--- config.mk ---
export PLATFORM = sky130hd
export DESIGN_NAME = instr_prefetch_buffer_flat
export DESIGN_NICKNAME = d
export VERILOG_FILES = /design/src/rtl/instr_prefetch_buffer_if.sv /design/src/rtl/instr_prefetch_buffer.sv /design/src/flat_wrapper.sv
export SDC_FILE = /design/constraint.sdc
export NUM_CORES = 1
export LEC_CHECK = 0
export BUFFER_PORTS_ARGS = -buffer_cell sky130_fd_sc_hd__buf_2
export CAP_MARGIN = 40
export CORE_UTILIZATION = 49
export DETAILED_ROUTE_END_ITERATION = 7
export PLACE_DENSITY = 0.71
export REMOVE_ABC_BUFFERS = 1
export SYNTH_ARGS = -nofsm -noshare
export SYNTH_HDL_FRONTEND = slang
export SYNTH_SLANG_ARGS = --single-unit
--- constraint.sdc ---
create_clock -name clk -period 19.1 [get_ports clk]
set_input_delay 3.82 -clock clk [delete_from_list [all_inputs] [get_ports clk]]
set_output_delay 3.82 -clock clk [all_outputs]
set_load 0.05 [all_outputs]
--- src/rtl/instr_prefetch_buffer_if.sv ---
// Signal bundle shared by the prefetch buffer, instruction memory and the core front end.
// The buffer uses the master view; the memory/core side uses the slave view.
interface instr_prefetch_buffer_if;
  logic        mem_req;
  logic [29:0] mem_addr;
  logic        mem_rsp_valid;
  logic [31:0] mem_rsp_data;
  logic        redirect;
  logic [29:0] redirect_pc;
  logic        instr_valid;
  logic        instr_ready;
  logic [31:0] instr;
  logic [29:0] instr_pc;

  modport master (
    output mem_req, mem_addr, instr_valid, instr, instr_pc,
    input  mem_rsp_valid, mem_rsp_data, redirect, redirect_pc, instr_ready
  );

  modport slave (
    input  mem_req, mem_addr, instr_valid, instr, instr_pc,
    output mem_rsp_valid, mem_rsp_data, redirect, redirect_pc, instr_ready
  );
endinterface

--- src/rtl/instr_prefetch_buffer.sv ---
// Sequential instruction prefetch queue with a single outstanding memory fetch.
// On redirect it flushes the queue and drops any stale in-flight response.
module instr_prefetch_buffer #(
  parameter int          DEPTH    = 4,
  parameter logic [29:0] RESET_PC = 30'h0
) (
  input logic                     clk,
  input logic                     reset,
  instr_prefetch_buffer_if.master bus
);
  localparam int PTR_W = $clog2(DEPTH);
  localparam int CNT_W = PTR_W + 1;

  typedef enum logic [1:0] {IDLE, WAIT, DISCARD} state_e;

  state_e           state_q, state_d;
  logic [PTR_W-1:0] rd_ptr_q, rd_ptr_d;
  logic [PTR_W-1:0] wr_ptr_q, wr_ptr_d;
  logic [CNT_W-1:0] count_q, count_d;
  logic [29:0]      fetch_pc_q, fetch_pc_d;
  logic [29:0]      req_pc_q, req_pc_d;
  logic [31:0]      instr_mem_q [DEPTH];
  logic [31:0]      instr_mem_d [DEPTH];
  logic [29:0]      pc_mem_q [DEPTH];
  logic [29:0]      pc_mem_d [DEPTH];

  logic             push;
  logic             pop;
  logic             issue;
  logic [CNT_W-1:0] occupancy;

  // Pop is left out of the issue test so the core's ready never reaches mem_req.
  always_comb begin
    push      = (state_q == WAIT) && bus.mem_rsp_valid && !bus.redirect;
    pop       = (count_q != '0) && bus.instr_ready && !bus.redirect;
    occupancy = count_q + CNT_W'(push);
    issue     = !reset && !bus.redirect && (occupancy < CNT_W'(DEPTH)) &&
                ((state_q == IDLE) || ((state_q == WAIT) && bus.mem_rsp_valid));
  end

  assign bus.mem_req     = issue;
  assign bus.mem_addr    = fetch_pc_q;
  assign bus.instr_valid = (count_q != '0);
  assign bus.instr       = instr_mem_q[rd_ptr_q];
  assign bus.instr_pc    = pc_mem_q[rd_ptr_q];

  always_comb begin
    state_d     = state_q;
    rd_ptr_d    = rd_ptr_q;
    wr_ptr_d    = wr_ptr_q;
    count_d     = count_q;
    fetch_pc_d  = fetch_pc_q;
    req_pc_d    = req_pc_q;
    instr_mem_d = instr_mem_q;
    pc_mem_d    = pc_mem_q;

    if (bus.redirect) begin
      rd_ptr_d   = '0;
      wr_ptr_d   = '0;
      count_d    = '0;
      fetch_pc_d = bus.redirect_pc;
      // A request still in flight after this cycle must have its data thrown away.
      if ((state_q != IDLE) && !bus.mem_rsp_valid) begin
        state_d = DISCARD;
      end else begin
        state_d = IDLE;
      end
    end else begin
      if (push) begin
        instr_mem_d[wr_ptr_q] = bus.mem_rsp_data;
        pc_mem_d[wr_ptr_q]    = req_pc_q;
        wr_ptr_d              = wr_ptr_q + PTR_W'(1);
      end
      if (pop) begin
        rd_ptr_d = rd_ptr_q + PTR_W'(1);
      end
      count_d = count_q + CNT_W'(push) - CNT_W'(pop);

      case (state_q)
        IDLE:    if (issue) state_d = WAIT;
        WAIT:    if (bus.mem_rsp_valid) state_d = issue ? WAIT : IDLE;
        DISCARD: if (bus.mem_rsp_valid) state_d = IDLE;
        default: state_d = IDLE;
      endcase

      if (issue) begin
        fetch_pc_d = fetch_pc_q + 30'd1;
        req_pc_d   = fetch_pc_q;
      end
    end
  end

  always_ff @(posedge clk or posedge reset) begin
    if (reset) begin
      state_q    <= IDLE;
      rd_ptr_q   <= '0;
      wr_ptr_q   <= '0;
      count_q    <= '0;
      fetch_pc_q <= RESET_PC;
      req_pc_q   <= '0;
      for (int i = 0; i < DEPTH; i++) begin
        instr_mem_q[i] <= '0;
        pc_mem_q[i]    <= '0;
      end
    end else begin
      state_q     <= state_d;
      rd_ptr_q    <= rd_ptr_d;
      wr_ptr_q    <= wr_ptr_d;
      count_q     <= count_d;
      fetch_pc_q  <= fetch_pc_d;
      req_pc_q    <= req_pc_d;
      instr_mem_q <= instr_mem_d;
      pc_mem_q    <= pc_mem_d;
    end
  end
endmodule

--- src/flat_wrapper.sv ---
// flat-port wrapper written by rule: the top's interface ports become plain ports
module instr_prefetch_buffer_flat 
#(
  parameter int          DEPTH    = 4,
  parameter logic [29:0] RESET_PC = 30'h0
)
  (clk, reset, bus_mem_req, bus_mem_addr, bus_instr_valid, bus_instr, bus_instr_pc, bus_mem_rsp_valid, bus_mem_rsp_data, bus_redirect, bus_redirect_pc, bus_instr_ready);
  instr_prefetch_buffer_if bus_i ();
  input logic clk;
  input logic reset;
  output wire logic [$bits(bus_i.mem_req)-1:0] bus_mem_req;
  output wire logic [$bits(bus_i.mem_addr)-1:0] bus_mem_addr;
  output wire logic [$bits(bus_i.instr_valid)-1:0] bus_instr_valid;
  output wire logic [$bits(bus_i.instr)-1:0] bus_instr;
  output wire logic [$bits(bus_i.instr_pc)-1:0] bus_instr_pc;
  input wire logic [$bits(bus_i.mem_rsp_valid)-1:0] bus_mem_rsp_valid;
  input wire logic [$bits(bus_i.mem_rsp_data)-1:0] bus_mem_rsp_data;
  input wire logic [$bits(bus_i.redirect)-1:0] bus_redirect;
  input wire logic [$bits(bus_i.redirect_pc)-1:0] bus_redirect_pc;
  input wire logic [$bits(bus_i.instr_ready)-1:0] bus_instr_ready;
  assign bus_mem_req = bus_i.mem_req;
  assign bus_mem_addr = bus_i.mem_addr;
  assign bus_instr_valid = bus_i.instr_valid;
  assign bus_instr = bus_i.instr;
  assign bus_instr_pc = bus_i.instr_pc;
  assign bus_i.mem_rsp_valid = bus_mem_rsp_valid;
  assign bus_i.mem_rsp_data = bus_mem_rsp_data;
  assign bus_i.redirect = bus_redirect;
  assign bus_i.redirect_pc = bus_redirect_pc;
  assign bus_i.instr_ready = bus_instr_ready;
  instr_prefetch_buffer #(.DEPTH(DEPTH), .RESET_PC(RESET_PC)) u_core (.clk(clk), .reset(reset), .bus(bus_i));
endmodule
==> key figures, run 1 <==
Drt
  – Initial DRC count: 572
  – Detailed Routing Iterations Pass 1: 4
  – DRC: 0
  – Via Count: 8,633
  – Routed WL per cell: 19.8 um
  – Detail Route Antenna Nets: 0
  – Routed wire length: 30.5 mm
  – Vias per cell: 5.62

Cells and area
  – Most common library cell in the layout ignoring fill and taps: dfrtp_1
  – Layout cells sized above 1: 43.7%
  – Ant diodes: 0
  – Multi-input logic area: 5840 um^2
  – Area growth syn-to-layout: 17.7%
  – Most frequent cells in the layout: dfrtp_1, mux2_2, buf_2, nand2_1, mux4_2
  – Final #Nets: 1,211
  – Fin util: 59.0%
  – FILL cells: 2,291
  – FF+latch area: 7940 um^2

Synth
  – Number of synthesized flops with an enable pin: 0
  – Post-synthesis cell count: 980
  – Post-synth top area share: 56.7%
  – Sequential share of the synthesized area: 56.7%
  – Ys async rst share: 100%
  – Post-Syn Area: 14,000 um^2
  – Flops & latches, synth: 317
  – Synth unique cells: 47
  – Synth Warn #: 0
  – Area leader, netlist: dfrtp_1
  – Syn_area_per_cell: 14.3 um^2
  – Synth area leaders: dfrtp_1, mux2_2, mux4_2
  – Top_reg_cell synth: dfrtp_1

Power
  – Total Power: 0.00201 W
  – Reg power frac: 41.6%
  – Net Switching: 0.000667 W
  – Cell Int Power: 0.00134 W
  – Clock network power share: 32.9%
  – PD cells: 122 nW/um^2
  – Combinational power share: 25.5%
  – Peak VDD IR: 0.0000742 V
  – Sw Share: 33.3%
  – Lkg Pwr: 8.07 nW

Floorplan
  – Initial Utilization: 50.1%
  – Die width: 171 um
  – Die area: 29,200 um^2
  – FP Rows: 61
  – Core Area: 27,900 um^2
  – Ports: 161
  – Die height: 171 um

CTS
  – Post-cts resize count: 0
  – TritonCTS clock tree: yes
  – Skew-Pair Late Insertion Delay: 0.51 ns
  – Hold-fix buffers at CTS: 0
  – H-tree Lvls: 2
  – Bufs on Longest Clock Path: 3
  – Clock root buffer: clkbuf_16
  – Clk pin slew, worst setup/hold paths: 0.05 ns
  – Clock sink count: 317
  – Cts bufs inserted: 35
  – Setup bufs post-CTS: 0

Worst setup path
  – CP endpoint kind: output pin
  – Arrival @ worst endpoint: 7.02 ns
  – Slowest-stage cell, CP: nor2_1
  – Crit path launch type: input pin
  – WP data required: 15.28 ns
  – Max stage delay on crit path: 0.62 ns
  – CP max FO: 68
  – Crit path buf inv count: 4
  – Crit-path cells: buf_2, buf_4, or2_1, nor2_1, ha_1, ha_1, xor2_1, nor3_1, nand2_1, inv_2, buf_2
  – Critical path's top delay family: buffers and inverters
  – Setup CP Type: in2out

STA
  – Hold WS: 0.487 ns
  – Hold Vio Cnt, Final: 0
  – RSZ-0062 raised after global routing: false
  – Slew margin rel.: 37.8%
  – Final period utilization: 56.8%
  – Max frequency: 92.2 MHz
  – Final setup vio count: 0
  – Worst Tran Pin Value: 0.933 ns
  – Max Slew Vio Count: 0
  – Setup TNS after final layout: 0 ns
  – Post-layout minimum cycle time: 10.84 ns
  – Clk_skew: 0.0157 ns

Global routing
  – Overflow after GRT: 0
  – Vias in the first global route: 9,052
  – First-pass GRT wire length: 49.3 mm
  – Initial antenna violation count: 0
  – GRT Total Usage: 21.8%
  – Largest net degree at the start of global routing: 174

Job
  – Total of max-cap violations: 0

Run status
  – Status: finished, final reports clean

Placed design
  – Final GP Congestion: 0.797
  – Port bufs: 160
  – DP HPWL: 18.8 mm

Min path
  – Hold Path Class: reg2reg
cells by family (layout without fill, tap and decap cells):
group / count (synthesis) / count (layout) / share of synthesized area, %
XOR/XNOR: 26 / 26 / 1.63
AND/OR/NAND/NOR: 214 / 214 / 7.11
AO/OA/AOI/OAI: 35 / 35 / 1.56
adder cells (fa/ha/maj): 9 / 9 / 0.805
flip-flops: 317 / 317 / 56.7
multiplexers: 316 / 316 / 30.4
buffers and inverters: 63 / 242 / 1.81
power groups by stage:
| stage | Combinational, W | Sequential (W) | Clock, W |
|---|---|---|---|
| floorplan | 0.000379 | 0.000850 | 0 |
| global placement | 0.000505 | 0.000841 | 0 |
| detailed placement | 0.000517 | 0.000845 | 0 |
| CTS | 0.000519 | 0.000834 | 0.000675 |
| global route | 0.000542 | 0.000849 | 0.000706 |
| finish | 0.000513 | 0.000834 | 0.000660 |
flip-flops by register name, summed over array words and instances (netlist names):
signal and flops:
u_core.rd_ptr_q 2, u_core.bus.mem_addr 30, u_core.req_pc_q 30, u_core.count_q 3, u_core.pc_mem_q 120, u_core.instr_mem_q 128, u_core.wr_ptr_q 2, u_core.state_q 2
synth_stat cells, types with 2 or more instances:
master	count
nor2b_1	5
buf_1	2
mux2_2	201
o221ai_1	3
o31ai_1	2
nor2_1	20
mux2_1	50
mux4_2	62
or3_1	2
o21ai_1	15
nor3_1	6
o21ai_0	7
buf_2	7
dfrtp_1	317
nor4_1	3
and3_1	3
xor2_1	13
nor4_2	2
nand4_1	14
inv_1	7
nand2_1	134
and2_1	2
xnor2_1	13
clkbuf_1	45
ha_1	9
nand3_1	13
mux2i_1	3
final timing paths:
check                              startpoint                       to  slack, ns  cells after the start
max                              bus_redirect              bus_mem_req       8.26                     11
min                        u_core.pc_mem_q[1]       u_core.pc_mem_q[1]       0.49                      1
max reg2reg                 u_core.state_q[1]  u_core.bus.mem_addr[24]      15.40                     11
min reg2reg                u_core.pc_mem_q[1]       u_core.pc_mem_q[1]       0.49                      1
max in group asynchronous               reset  u_core.instr_mem_q[114]      14.07                      4
min in group asynchronous               reset        u_core.state_q[1]       3.30                      2
cell type report:
class                           instances  area share, %
Tap cell                              378           2.87
Timing Repair Buffer                  173           6.41
Multi-Input combinational cell        600           35.5
Clock inverter                         12          0.858
Inverter                                8          0.228
Sequential cell                       317           48.2
Clock buffer                           49           5.94
per-stage QoR:
stage	setup WS, ns	instance area [um^2]	cells
after floorplan	6.51	13800	925
final	8.26	16500	1537
after global routing	7.99	16500	1537
after CTS	8.29	16500	1537
after global placement	8.37	15100	1468
after detailed placement	8.31	15300	1476
metal layers:
metal | up-vias | track usage [%] | part of all wire [%]
li1 | 3849 | - | -
met1 | 4476 | 30.2 | 44
met2 | 254 | 34.8 | 47
met3 | 54 | 4.30 | 6.2
met4 | 0 | 6.37 | 2.5
met5 | - | 0 | 0
(Power assumes the default switching activity.)
==> run 2, diff against run 1 <==
PLACE_DENSITY = 0.73   (was 0.71)
clock period = 9.65 ns   (was 19.1 ns; I/O delays follow)
==> run 2 against run 1 <==
Net effect: clock power up 110%; sequential share of layout area decreased by 0.19 points; first-iteration DRC count decreased by 6.5%; critical endpoint unchanged; power is 100% higher.
==> key figures, run 2 (synthesized netlist as in run 1, its figures left out) <==
Worst setup path
  – Crit path launch type: input pin
  – CP max FO: 68
  – CP endpoint kind: output pin
  – Arrival @ worst endpoint: 5.43 ns
  – WP data required: 7.72 ns
  – Max stage delay on crit path: 0.60 ns
  – Slowest-stage cell, CP: nor2_1
  – Crit-path cells: buf_2, buf_4, or2_1, nor2_1, ha_1, ha_1, xor2_1, nor3_1, nand2_1, buf_4, inv_2, buf_2
  – Setup CP Type: in2out

Power
  – Sw Share: 32.4%
  – PD cells: 245 nW/um^2
  – Peak VDD IR: 0.000167 V
  – Clock network power share: 34.1%
  – Cell Int Power: 0.00273 W
  – Combinational power share: 24.9%
  – Reg power frac: 41.0%
  – Net Switching: 0.00131 W
  – Lkg Pwr: 8.11 nW

STA
  – Final period utilization: 76.3%
  – Final setup vio count: 0
  – Max Slew Vio Count: 0
  – Setup TNS after final layout: 0 ns
  – Worst Tran Pin Value: 1.02 ns
  – Post-layout minimum cycle time: 7.36 ns
  – RSZ-0062 raised after global routing: false
  – Slew margin rel.: 32.0%
  – Hold Vio Cnt, Final: 0
  – Clk_skew: 0.0118 ns
  – Max frequency: 136 MHz

Floorplan
  – Core Area: 27,900 um^2
  – Die height: 171 um
  – Ports: 161
  – FP Rows: 61
  – Die width: 171 um
  – Initial Utilization: 50.1%
  – Die area: 29,200 um^2

Placed design
  – Placed cell count: 1,474
  – DP HPWL: 18.8 mm
  – Final GP Congestion: 0.814
  – Port bufs: 160

Global routing
  – Initial antenna violation count: 0
  – First-pass GRT wire length: 48.6 mm
  – Vias in the first global route: 8,715
  – Largest net degree at the start of global routing: 190
  – GRT Total Usage: 21.7%
  – Overflow after GRT: 0

Cells and area
  – Fin util: 59.2%
  – Most frequent cells in the layout: dfrtp_1, mux2_2, buf_2, nand2_1, mux4_2
  – Final #Nets: 1,209
  – Layout cells sized above 1: 43.9%
  – Number of flip-flops in the largest register: 128
  – Ant diodes: 0
  – FILL cells: 2,221
  – Multi-input logic area: 5840 um^2
  – FF+latch area: 7940 um^2
  – Most flop-heavy register: u_core.instr_mem_q
  – Final cell count without fillers: 1,534
  – Area growth syn-to-layout: 18.2%
  – Most common library cell in the layout ignoring fill and taps: dfrtp_1
  – Largest regs: u_core.instr_mem_q: 128 flops, u_core.pc_mem_q: 120 flops

CTS
  – Clk pin slew, worst setup/hold paths: 0.06 ns
  – Clock sink count: 317
  – H-tree Lvls: 2
  – Clock root buffer: clkbuf_16
  – Setup bufs post-CTS: 0
  – Bufs on Longest Clock Path: 3
  – Cts bufs inserted: 35
  – TritonCTS clock tree: yes
  – Post-cts resize count: 0
  – Hold-fix buffers at CTS: 0
  – Skew-Pair Late Insertion Delay: 0.50 ns

Drt
  – Via Count: 8,577
  – Initial DRC count: 535
  – Detailed Routing Iterations Pass 1: 6
  – Vias per cell: 5.59
  – DRC: 0
  – Detail Route Antenna Nets: 0
  – Routed wire length: 30.3 mm
  – Routed WL per cell: 19.7 um

Job
  – Total of max-cap violations: 0

Run status
  – Status: finished, final reports clean

Min path
  – Hold Path Class: reg2reg
[run 2: cell types whose count changed in the layout (fill, tap and decap cells not counted)]
cell        before  now
clkinv_2         7    3
clkinvlp_4       1    0
buf_12           3    1
clkbuf_8         5   13
clkbuf_1         9    4
inv_6            1    0
clkbuf_16       35   37
[run 2: path summary, 6_finish.rpt]
kind	start	end	slack, ns	cells past startpoint
worst min register to register	u_core.pc_mem_q[40]	u_core.pc_mem_q[40]	0.49	1
max in group asynchronous	reset	u_core.rd_ptr_q[1]	6.41	4
worst max register to register	u_core.state_q[1]	u_core.bus.mem_addr[24]	5.75	12
min in group asynchronous	reset	u_core.pc_mem_q[13]	1.38	2
worst max-delay path	bus_redirect	bus_mem_req	2.29	12
worst min-delay path	u_core.pc_mem_q[40]	u_core.pc_mem_q[40]	0.49	1
[run 2: critical path, delay by kind of cell]
kind | cells | cell delay [ns]
buffers and inverters | 5 | 1.54
xor gates and xnor gates | 1 | 0.39
adders and majority gates | 2 | 0.43
and+or+nand+nor | 4 | 1.11
[run 2: final cells by class]
cell class / count / area share (%)
repair buffers: 171 / 6.14
clock inverters: 6 / 0.636
clock buffers: 54 / 6.77
inverters: 8 / 0.227
well taps: 378 / 2.86
flip-flops and latches: 317 / 48.0
multi-input cells: 600 / 35.3
[run 2: power by group through the flow]
stage / Combinational (W) / Clock, W / Sequential, W
floorplan: 0.000750 / 0 / 0.00168
global placement: 0.000999 / 0 / 0.00167
detailed placement: 0.00102 / 0 / 0.00168
CTS: 0.00102 / 0.00142 / 0.00166
global route: 0.00107 / 0.00147 / 0.00168
finish: 0.00101 / 0.00138 / 0.00166
[run 2: metal layers]
metal / wire (um) / track usage, %
met1: 13700 / 30.4
met2: 14300 / 34.6
met3: 1860 / 4.67
met4: 499 / 5.24
met5: 0 / 0
[run 2: stage by stage]
stage / cell area (um^2) / total power, W / worst slack, ns / hold slack (ns)
global route: 16500 / 0.00423 / 2.06 / 0.503
detailed placement: 15300 / 0.00269 / 2.33 / 0.477
finish: 16500 / 0.00404 / 2.29 / 0.485
global placement: 15100 / 0.00267 / 2.42 / 0.469
floorplan: 13800 / 0.00243 / -1.05 / 0.459
CTS: 16500 / 0.00410 / 2.32 / 0.490
